**src/rtl/image_pkg.sv**
```systemverilog
// ---------------------------------------------------------------------------
// image_pkg
//
// Definitions shared by the raw image ROM reader and the image RAM writer.
//   DEF_ADDR_W   : default RAM address width (covers one 400x400 frame)
//   DEF_DATA_W   : default pixel width
//   DEF_IMG_SIZE : default pixels per frame
//   wr_state_t   : writer FSM state encoding (IDLE, WRITE, DONE)
//   pixel_t      : one pixel at the default pixel width
//   CSUM_W       : width of the running byte-sum status output
// ---------------------------------------------------------------------------
package image_pkg;

    localparam int unsigned DEF_ADDR_W   = 18;
    localparam int unsigned DEF_DATA_W   = 8;
    localparam int unsigned DEF_IMG_SIZE = 160000;
    localparam int unsigned CSUM_W       = 16;

    typedef enum logic [1:0] {
        IDLE  = 2'd0,
        WRITE = 2'd1,
        DONE  = 2'd2
    } wr_state_t;

    typedef logic [DEF_DATA_W-1:0] pixel_t;

endpackage : image_pkg

```
**src/rtl/pixel_addr_counter.sv**
```systemverilog
// ---------------------------------------------------------------------------
// pixel_addr_counter
//
// Sequential pixel address generator for one frame.
//   clk      : clock, rising edge
//   rst_n    : synchronous active-low reset
//   clear_i  : return the count to address 0
//   en_i     : advance to the next address (one accepted pixel)
//   count_o  : address of the next pixel to be written
//   last_o   : count_o is the final address of the frame (IMG_SIZE-1)
//
// The count saturates at IMG_SIZE-1 rather than wrapping, so it is safe
// even when IMG_SIZE equals 2**ADDR_W; clear_i has priority over en_i.
// ---------------------------------------------------------------------------
module pixel_addr_counter
    import image_pkg::*;
#(
    parameter int unsigned ADDR_W   = DEF_ADDR_W,
    parameter int unsigned IMG_SIZE = DEF_IMG_SIZE
) (
    input  logic              clk,
    input  logic              rst_n,
    input  logic              clear_i,
    input  logic              en_i,
    output logic [ADDR_W-1:0] count_o,
    output logic              last_o
);

    localparam logic [ADDR_W-1:0] LAST_ADDR = ADDR_W'(IMG_SIZE - 1);

    logic [ADDR_W-1:0] count_q;
    logic              last;

    assign last = (count_q == LAST_ADDR);

    always_ff @(posedge clk) begin
        if (!rst_n) begin
            count_q <= '0;
        end else if (clear_i) begin
            count_q <= '0;
        end else if (en_i && !last) begin
            count_q <= count_q + 1'b1;
        end
    end

    assign count_o = count_q;
    assign last_o  = last;

endmodule : pixel_addr_counter

```
**src/rtl/image_data_writer.sv**
```systemverilog
// ---------------------------------------------------------------------------
// image_data_writer
//
// Writes one frame of processed pixels, received over a valid/ready
// handshake, into the image RAM at consecutive addresses 0..IMG_SIZE-1.
// One start writes exactly one frame; done pulses for one cycle at the end.
//
// Ports:
//   clk        : clock, rising edge
//   rst_n      : synchronous active-low reset
//   start      : begin a frame (sampled in IDLE only)
//   in_valid   : in_data carries a pixel
//   in_data    : pixel value
//   in_ready   : a pixel is accepted this cycle when in_valid is high
//   mem_addr   : RAM write address (registered)
//   mem_data   : RAM write data (registered)
//   mem_we     : RAM write enable (registered, one cycle per pixel)
//   busy       : frame in progress (WRITE or DONE)
//   done       : one-cycle end-of-frame pulse, coincident with the last write
//   pix_count  : pixels accepted in the current or last frame
//   checksum   : 16-bit wrapping sum of accepted pixels
//
// Build option:
//   IMG_WRITE_CHECKSUM_EN : when defined, checksum accumulates the byte sum
//                           of the frame; otherwise checksum is tied to 0.
// ---------------------------------------------------------------------------
module image_data_writer
    import image_pkg::*;
#(
    parameter int unsigned ADDR_W   = DEF_ADDR_W,
    parameter int unsigned DATA_W   = DEF_DATA_W,
    parameter int unsigned IMG_SIZE = DEF_IMG_SIZE
) (
    input  logic              clk,
    input  logic              rst_n,
    input  logic              start,
    input  logic              in_valid,
    input  logic [DATA_W-1:0] in_data,
    output logic              in_ready,
    output logic [ADDR_W-1:0] mem_addr,
    output logic [DATA_W-1:0] mem_data,
    output logic              mem_we,
    output logic              busy,
    output logic              done,
    output logic [ADDR_W:0]   pix_count,
    output logic [CSUM_W-1:0] checksum
);

    wr_state_t         state_q;
    logic [ADDR_W-1:0] mem_addr_q;
    logic [DATA_W-1:0] mem_data_q;
    logic              mem_we_q;
    logic [ADDR_W:0]   pix_count_q;

    logic              frame_start;
    logic              accept;
    logic [ADDR_W-1:0] cnt;
    logic              cnt_last;

    // in_ready comes from the state register alone, so accept never forms a
    // combinational path from in_valid back to in_ready.
    assign in_ready    = (state_q == WRITE);
    assign accept      = in_valid && in_ready;
    assign frame_start = (state_q == IDLE) && start;

    pixel_addr_counter #(
        .ADDR_W   (ADDR_W),
        .IMG_SIZE (IMG_SIZE)
    ) u_addr_cnt (
        .clk     (clk),
        .rst_n   (rst_n),
        .clear_i (frame_start),
        .en_i    (accept),
        .count_o (cnt),
        .last_o  (cnt_last)
    );

    always_ff @(posedge clk) begin
        if (!rst_n) begin
            state_q     <= IDLE;
            mem_addr_q  <= '0;
            mem_data_q  <= '0;
            mem_we_q    <= 1'b0;
            pix_count_q <= '0;
        end else begin
            mem_we_q <= 1'b0;
            case (state_q)
                IDLE: begin
                    if (start) begin
                        state_q     <= WRITE;
                        pix_count_q <= '0;
                    end
                end
                WRITE: begin
                    if (in_valid) begin
                        mem_we_q    <= 1'b1;
                        mem_addr_q  <= cnt;
                        mem_data_q  <= in_data;
                        pix_count_q <= pix_count_q + 1'b1;
                        // Leaving WRITE here drops in_ready, which is what
                        // stops acceptance at exactly IMG_SIZE pixels.
                        if (cnt_last) begin
                            state_q <= DONE;
                        end
                    end
                end
                DONE: begin
                    state_q <= IDLE;
                end
                default: begin
                    state_q <= IDLE;
                end
            endcase
        end
    end

`ifdef IMG_WRITE_CHECKSUM_EN
    logic [CSUM_W-1:0] csum_q;

    always_ff @(posedge clk) begin
        if (!rst_n) begin
            csum_q <= '0;
        end else if (frame_start) begin
            csum_q <= '0;
        end else if (accept) begin
            csum_q <= csum_q + CSUM_W'(in_data);
        end
    end

    assign checksum = csum_q;
`else
    assign checksum = '0;
`endif

    assign mem_addr  = mem_addr_q;
    assign mem_data  = mem_data_q;
    assign mem_we    = mem_we_q;
    assign pix_count = pix_count_q;
    assign busy      = (state_q == WRITE) || (state_q == DONE);
    assign done      = (state_q == DONE);

endmodule : image_data_writer
```
**config.mk**
```make
export PLATFORM = sky130hd
export DESIGN_NAME = image_data_writer
export DESIGN_NICKNAME = d
export VERILOG_FILES = /design/src/rtl/image_pkg.sv /design/src/rtl/pixel_addr_counter.sv /design/src/rtl/image_data_writer.sv
export SDC_FILE = /design/constraint.sdc
export NUM_CORES = 1
export LEC_CHECK = 0
export BUFFER_PORTS_ARGS = -buffer_cell sky130_fd_sc_hd__clkbuf_2
export CORE_ASPECT_RATIO = 0.7
export CORE_MARGIN = 4
export CORE_UTILIZATION = 48
export CTS_CLUSTER_DIAMETER = 50
export DETAILED_ROUTE_END_ITERATION = 12
export GPL_TIMING_DRIVEN = 0
export PLACE_DENSITY = 0.86
export SYNTH_ARGS = -nofsm -noshare
export SYNTH_HDL_FRONTEND = slang
export SYNTH_HIERARCHICAL = 1
export SYNTH_SLANG_ARGS = --single-unit
export TNS_END_PERCENT = 5
```
**constraint.sdc**
```tcl
create_clock -name clk -period 2.41 [get_ports clk]
set_input_delay 0.3615 -clock clk [delete_from_list [all_inputs] [get_ports clk]]
set_output_delay 0.3615 -clock clk [all_outputs]
set_load 0.02 [all_outputs]
```
* After elaboration in Yosys (flattened, before gate mapping)
Cells that the tools add are included.
** Cells by class
- Equality and inequality tests :: 6
- Bitwise gates (word level) :: 1
- Mux-type cells :: 8
- Reduce and logical (&&, ||, !) cells :: 12
- $add $sub $neg :: 2
** Operator list (number)
- 19-bit two-way mux :: 2
- 19-bit case mux with 2 select lines :: 1
- 19-bit by 1-bit adder with 19-bit output, second input constant :: 1
- 18-bit by 1-bit adder with 18-bit output, second input constant :: 1
- 18-bit equality test, second input constant :: 1
- 2-bit two-way mux :: 3
- 3-bit AND reduction :: 2
- 2-bit inequality test, second input constant :: 2
- 2-bit case mux with 2 select lines :: 1
- 2-bit AND reduction :: 2
- 1-bit logical AND :: 3
- 2-bit by 1-bit equality test with 1-bit output, second input constant :: 1
- 2-bit equality test, second input constant :: 1
- 2-bit zero test :: 1
- 2-bit by 1-bit inequality test with 1-bit output, second input constant :: 1
- 2-bit nonzero test :: 1
- 2-bit OR reduction :: 1
- 1-bit zero test :: 1
- 1-bit logical OR :: 1
- 1-bit two-way mux :: 1
- 1-bit NOT :: 1
** Storage, ports and cells
- Register bits after elaboration :: 66
- Bits of input ports :: 12
- Output and inout port bits :: 65
- Word-level logic and storage cells :: 35

* Depth between registers and ports, before layout
- Depth in word-level cells :: 4
- Depth in mapped cells :: 10
- Depth with buffers taken out :: 8

* Modules after synthesis
Netlist, hierarchy kept.
** By module, submodules not included
- image_data_writer :: instances 1, area each 2085.8 um^2, cells each 256
- pixel_addr_counter :: instances 1, area each 979.7 um^2, cells each 119

* Worst setup path before layout
OpenSTA, ideal clock, no wires.
- Path type :: reg2reg
- Start point :: reg state_q[1]
- End point :: reg u_addr_cnt.count_q[16], in the netlist u_addr_cnt/count_o[16]
- Stages on the path, launching flop included :: 10
- Library setup time :: 59 ps
- Data arrival time :: 2489 ps
- Buffers on the path :: 1
- Setup slack :: -138 ps
- Path through :: dfxtp_1 inv_1 ha_1 nand2_1 inv_2 buf_1 nand3_1 or4_4 or4_1 nand2_1
** Between the ends
- Word-level cells in the longest chain between the ends :: 3
- Elaborated cells between the ends (all ways) :: 6
** Ends and longest elaborated chain
- start, declared :: line image_data_writer.sv:49 : wr_state_t state_q;
- start signal, assigned :: line image_data_writer.sv:80 : state_q <= IDLE;
- start signal, assigned :: line image_data_writer.sv:90 : state_q <= WRITE;
- start signal, assigned :: line image_data_writer.sv:103 : state_q <= DONE;
- 2-bit by 1-bit equality test with 1-bit output :: line image_data_writer.sv:62 : assign in_ready = (state_q == WRITE);
- via in_ready :: line image_data_writer.sv:39 : output logic in_ready,
- 1-bit logical AND :: line image_data_writer.sv:63 : assign accept = in_valid && in_ready;
- via accept :: line image_data_writer.sv:56 : logic accept;
- 1-bit logical AND :: line pixel_addr_counter.sv:41 : end else if (en_i && !last) begin
- end signal, assigned :: line pixel_addr_counter.sv:42 : count_q <= count_q + 1'b1;
- end, declared :: line pixel_addr_counter.sv:31 : logic [ADDR_W-1:0] count_q;
The timed path passes the listed nets, and every way through them passes these cells.
A chain may end at the register's enable or synchronous reset.

* Final worst setup path
- Start point :: reg state_q[1]
- End point :: reg u_addr_cnt.count_q[14], in the netlist u_addr_cnt/count_o[14]
** Between the ends
- Word-level cells in the longest chain between the ends :: 3
- Elaborated cells between the ends (all ways) :: 6
** Ends and longest elaborated chain (line)
- 2-bit by 1-bit equality test with 1-bit output / 2-bit zero test (equally long branches) :: image_data_writer.sv:62, image_data_writer.sv:64
- 1-bit logical AND (on tied branches) :: image_data_writer.sv:63, image_data_writer.sv:64
- 1-bit logical AND / 2-bit OR reduction (equally long branches)
Parallel ways exist; a longest one is shown, timed or not.

==> impl_table.tex <==
\begin{tabular}{lr}
\hline
Metric & Value \\
\hline
\multicolumn{2}{l}{\textbf{Finish}} \\
Fill cell total of the finished layout & 572 \\
Final std cells w/o fill & 545 \\
Antenna diode count & 0 \\
Area growth from synthesis to final layout & 23.1\% \\
Storage cell area & 1320 sq um \\
Net count reported at finish & 480 \\
Leading cell types in the layout, fill and taps excluded & 83 x nand2\_1, 66 x dfxtp\_1, 63 x clkbuf\_2 \\
Most common cell after layout, fill and taps aside & nand2\_1 \\
Total area of multi-input combinational cells & 1600 sq um \\
Layout Utilization & 60.7\% \\
Share of cells above drive strength 1 & 24.4\% \\
\multicolumn{2}{l}{\textbf{Placed design}} \\
Placed wire-length estimate after detailed placement & 5610 um \\
Inst Count DP & 528 \\
Routability cong. & 0.855 \\
Number of input and output port buffers inserted & 60 \\
\multicolumn{2}{l}{\textbf{GRT}} \\
Number of antenna violations at the first check in global routing & 0 \\
Aggregate global routing overflow & 0 \\
Pin count of the biggest net entering global routing & 21 \\
Total routing usage reported by global routing & 20.2\% \\
Global-route wire length before repair & 12800 um \\
Number of global-route vias before repair & 2786 \\
\multicolumn{2}{l}{\textbf{Setup path}} \\
Buf/Inv on CP & 2 \\
Critical path data required time & 2.62 ns \\
Category of the critical setup timing path & flop to flop \\
Arrival @ worst endpoint & 2.52 ns \\
CP cell instances & inv\_1, ha\_2, nand2\_1, clkinv\_4, nand3\_2, or4\_4, o311ai\_0, o41ai\_1 \\
Crit path max-delay family & simple AND/OR/NAND/NOR gates \\
Type of origin of the critical path & flop \\
Largest stage delay, worst path & 0.55 ns \\
Highest-delay cell along the critical path & or4\_4 \\
Category of the worst setup path capture point & flop \\
Max FO, Critical Path & 20 \\
\multicolumn{2}{l}{\textbf{Power}} \\
Worst voltage drop across the vdd grid & 0.362 mV \\
Leakage & 1.49 nW \\
Power density normalized to cell area & 634 nW/um\^{}2 \\
\multicolumn{2}{l}{\textbf{Routing}} \\
WL final & 7550 um \\
Number of antenna-violating nets in the routed design & 0 \\
Drt initial violations & 247 \\
Vias after detailed routing & 2991 \\
Post-route DRC violation count & 0 \\
DR pass1 iterations & 4 \\
Number of vias per cell & 5.49 \\
Routed WL per cell & 13.9 um \\
\multicolumn{2}{l}{\textbf{Floorplanning}} \\
Placement Rows & 24 \\
Core Footprint & 6220 sq um \\
Total I/O pin count & 77 \\
Effective utilization at floorplan & 49.3\% \\
Die area & 7750 sq um \\
Die extent in y & 74.9 um \\
Die width & 104 um \\
\multicolumn{2}{l}{\textbf{Synthesis}} \\
Synthesized cell area & 3070 sq um \\
Post-synthesis area per instance & 8.17 sq um \\
Synthesized instance count & 375 \\
Number of warnings reported in the yosys synthesis log & 6 \\
Post-synthesis sequential area ratio & 43.1\% \\
Number of library cell types mapped by synthesis & 44 \\
FF+latch count, synth & 66 \\
\multicolumn{2}{l}{\textbf{Outcome}} \\
Status & completed \\
\multicolumn{2}{l}{\textbf{Clock tree}} \\
Clk pin slew, worst setup/hold paths & 0.07 ns \\
CTS tree & built \\
Number of buffers added to fix hold violations after cts & 0 \\
Clock latency at the later pin of the worst-skew pair & 0.34 ns \\
Clock Tree Root & clkbuf\_8 \\
Total clock buffers created by CTS & 9 \\
CTS Buffer Depth & 2 \\
Level count of the clock H-tree & 3 \\
Number of clock sinks & 66 \\
\multicolumn{2}{l}{\textbf{Timing}} \\
Unrepaired setup endpoints after global routing & no \\
Fin. Hold Viols & 0 \\
Highest clock frequency the design can meet & 433 MHz \\
Remaining max-slew budget at the tightest pin & 49.1\% \\
Minimum clock period after layout & 2.31 ns \\
Worst-case clock skew & 0.00655 ns \\
Max-slew violations & 0 \\
Transition time of the tightest slew-check pin & 0.758 ns \\
Setup violators final & 0 \\
Final-layout worst hold slack & 0.241 ns \\
Tcrit/Tclk final & 95.9\% \\
\multicolumn{2}{l}{\textbf{Job}} \\
\# Max-Cap Violations & 0 \\
\multicolumn{2}{l}{\textbf{Worst hold path}} \\
Hold crit path type & input pin to flop \\
\hline
\end{tabular}
-- metal layers --
metal | part of all wire [%] | global-route usage, %
met5 | 0 | 0
met4 | 1.3 | 8.26
met3 | 8.6 | 6.34
met1 | 45 | 25.1
met2 | 45 | 33.6
-- Yosys cell counts --
| master | count | area share [%] |
|---|---|---|
| conb_1 | 1 | 0.12 |
| or3_1 | 9 | 1.8 |
| a21boi_0 | 1 | 0.24 |
| buf_1 | 2 | 0.24 |
| ha_1 | 6 | 2.4 |
| inv_2 | 1 | 0.12 |
| o211ai_1 | 2 | 0.49 |
| nand2b_1 | 8 | 1.6 |
| mux2i_1 | 7 | 2.3 |
| nand3_2 | 2 | 0.65 |
| o31ai_1 | 6 | 1.5 |
| or4b_1 | 1 | 0.33 |
| a2111o_1 | 3 | 1.1 |
| nand4_2 | 2 | 0.82 |
| nor2_1 | 14 | 1.7 |
| xor2_1 | 3 | 0.86 |
| a21oi_1 | 50 | 8.2 |
| nand2_1 | 83 | 10 |
| o21ai_0 | 10 | 1.6 |
| and3_1 | 1 | 0.20 |
| xnor2_1 | 2 | 0.57 |
| and3_2 | 1 | 0.24 |
| and4_1 | 3 | 0.86 |
| or4_1 | 9 | 2.2 |
| o311ai_0 | 1 | 0.29 |
| and2_1 | 2 | 0.41 |
| inv_1 | 7 | 0.86 |
| nor3_1 | 4 | 0.65 |
| nor4_1 | 3 | 0.61 |
| o41ai_1 | 1 | 0.29 |
| o21ai_1 | 6 | 0.98 |
| nand3_1 | 9 | 1.5 |
| or4_4 | 1 | 0.37 |
| nand3_4 | 1 | 0.57 |
| nor3_4 | 1 | 0.53 |
| a32oi_1 | 1 | 0.29 |
| buf_4 | 17 | 4.2 |
| clkbuf_1 | 11 | 1.3 |
| mux2_4 | 1 | 0.49 |
| buf_2 | 2 | 0.33 |
| nand4_1 | 11 | 2.2 |
| a31oi_1 | 1 | 0.20 |
| dfxtp_1 | 66 | 43 |
| nor2b_1 | 2 | 0.41 |
-- flip-flops by register name, summed over array words and instances, names as in the netlist --
name / count
mem_data: 8
mem_we: 1
mem_addr: 18
u_addr_cnt/count_o: 18
state_q: 2
pix_count: 19
-- worst register-to-register path, stage by stage, from the launching register on --
cell and delay [ns]:
dfxtp_1 0.32, inv_1 0.12, ha_2 0.27, nand2_1 0.13, clkinv_4 0.17, nand3_2 0.16, or4_4 0.55, o311ai_0 0.34
o41ai_1 0.14
-- per-stage QoR --
stage	power, mW	TNS, ns	worst slack, ns	cell area (sq um)
after floorplan	1.33	0	0.0997	3130
after global placement	1.39	-0.122	-0.0668	3520
after detailed placement	1.40	-0.373	-0.173	3520
after CTS	2.41	0	0.0100	3740
after global routing	2.49	0	0.0176	3770
final	2.39	0	0.0992	3770
-- final cells by class --
| cell class | count | share of cell area, % |
|---|---|---|
| multi-input combinational | 284 | 42.3 |
| sequential | 66 | 35.0 |
| timing repair buffer | 62 | 8.35 |
| buffer | 31 | 5.04 |
| clock buffer | 9 | 3.28 |
| tap | 78 | 2.59 |
| clock inverter | 7 | 2.49 |
| inverter | 8 | 0.928 |
-- worst paths after layout --
kind / startpoint / endpoint / slack (ns) / cells past startpoint
worst min-delay path: in_data[6] / mem_data[6]$_SDFFE_PN0P_ / 0.24 / 3
worst max register to register: state_q[1]$_SDFFE_PN0P_ / u_addr_cnt/count_o[14]$_SDFFE_PP0P_ / 0.1 / 8
worst min register to register: mem_addr[4]$_SDFFE_PN0P_ / mem_addr[4]$_SDFFE_PN0P_ / 0.46 / 2
worst max-delay path: state_q[1]$_SDFFE_PN0P_ / u_addr_cnt/count_o[14]$_SDFFE_PP0P_ / 0.1 / 8
-- logic make-up after synthesis --
group                      Yosys count  share of synthesized area (%)
DFF                                 66                           43.1
other                                1                          0.122
buffers and inverters               40                           7.06
muxes                                8                           2.78
and+or+nand+nor                    167                           27.9
AOI/OAI and AO/OA                   82                           15.1
xor gates and xnor gates             5                           1.43
adders and majority gates            6                           2.45
-- what timing repair did --
item,in CTS,in global routing
endpoints found under the setup margin,3,12
pin swaps,0,1
gates resized for setup,1,12
setup buffers,0,2
hold endpoints to repair,0,0
-- report_power, final --
group	total, mW	internal (mW)	switching [mW]
Sequential	1.12	1.10	0.0102
Combinational	0.268	0.0834	0.184
Clock	1.01	0.580	0.431
No activity file was read; power rests on OpenSTA's default activity.
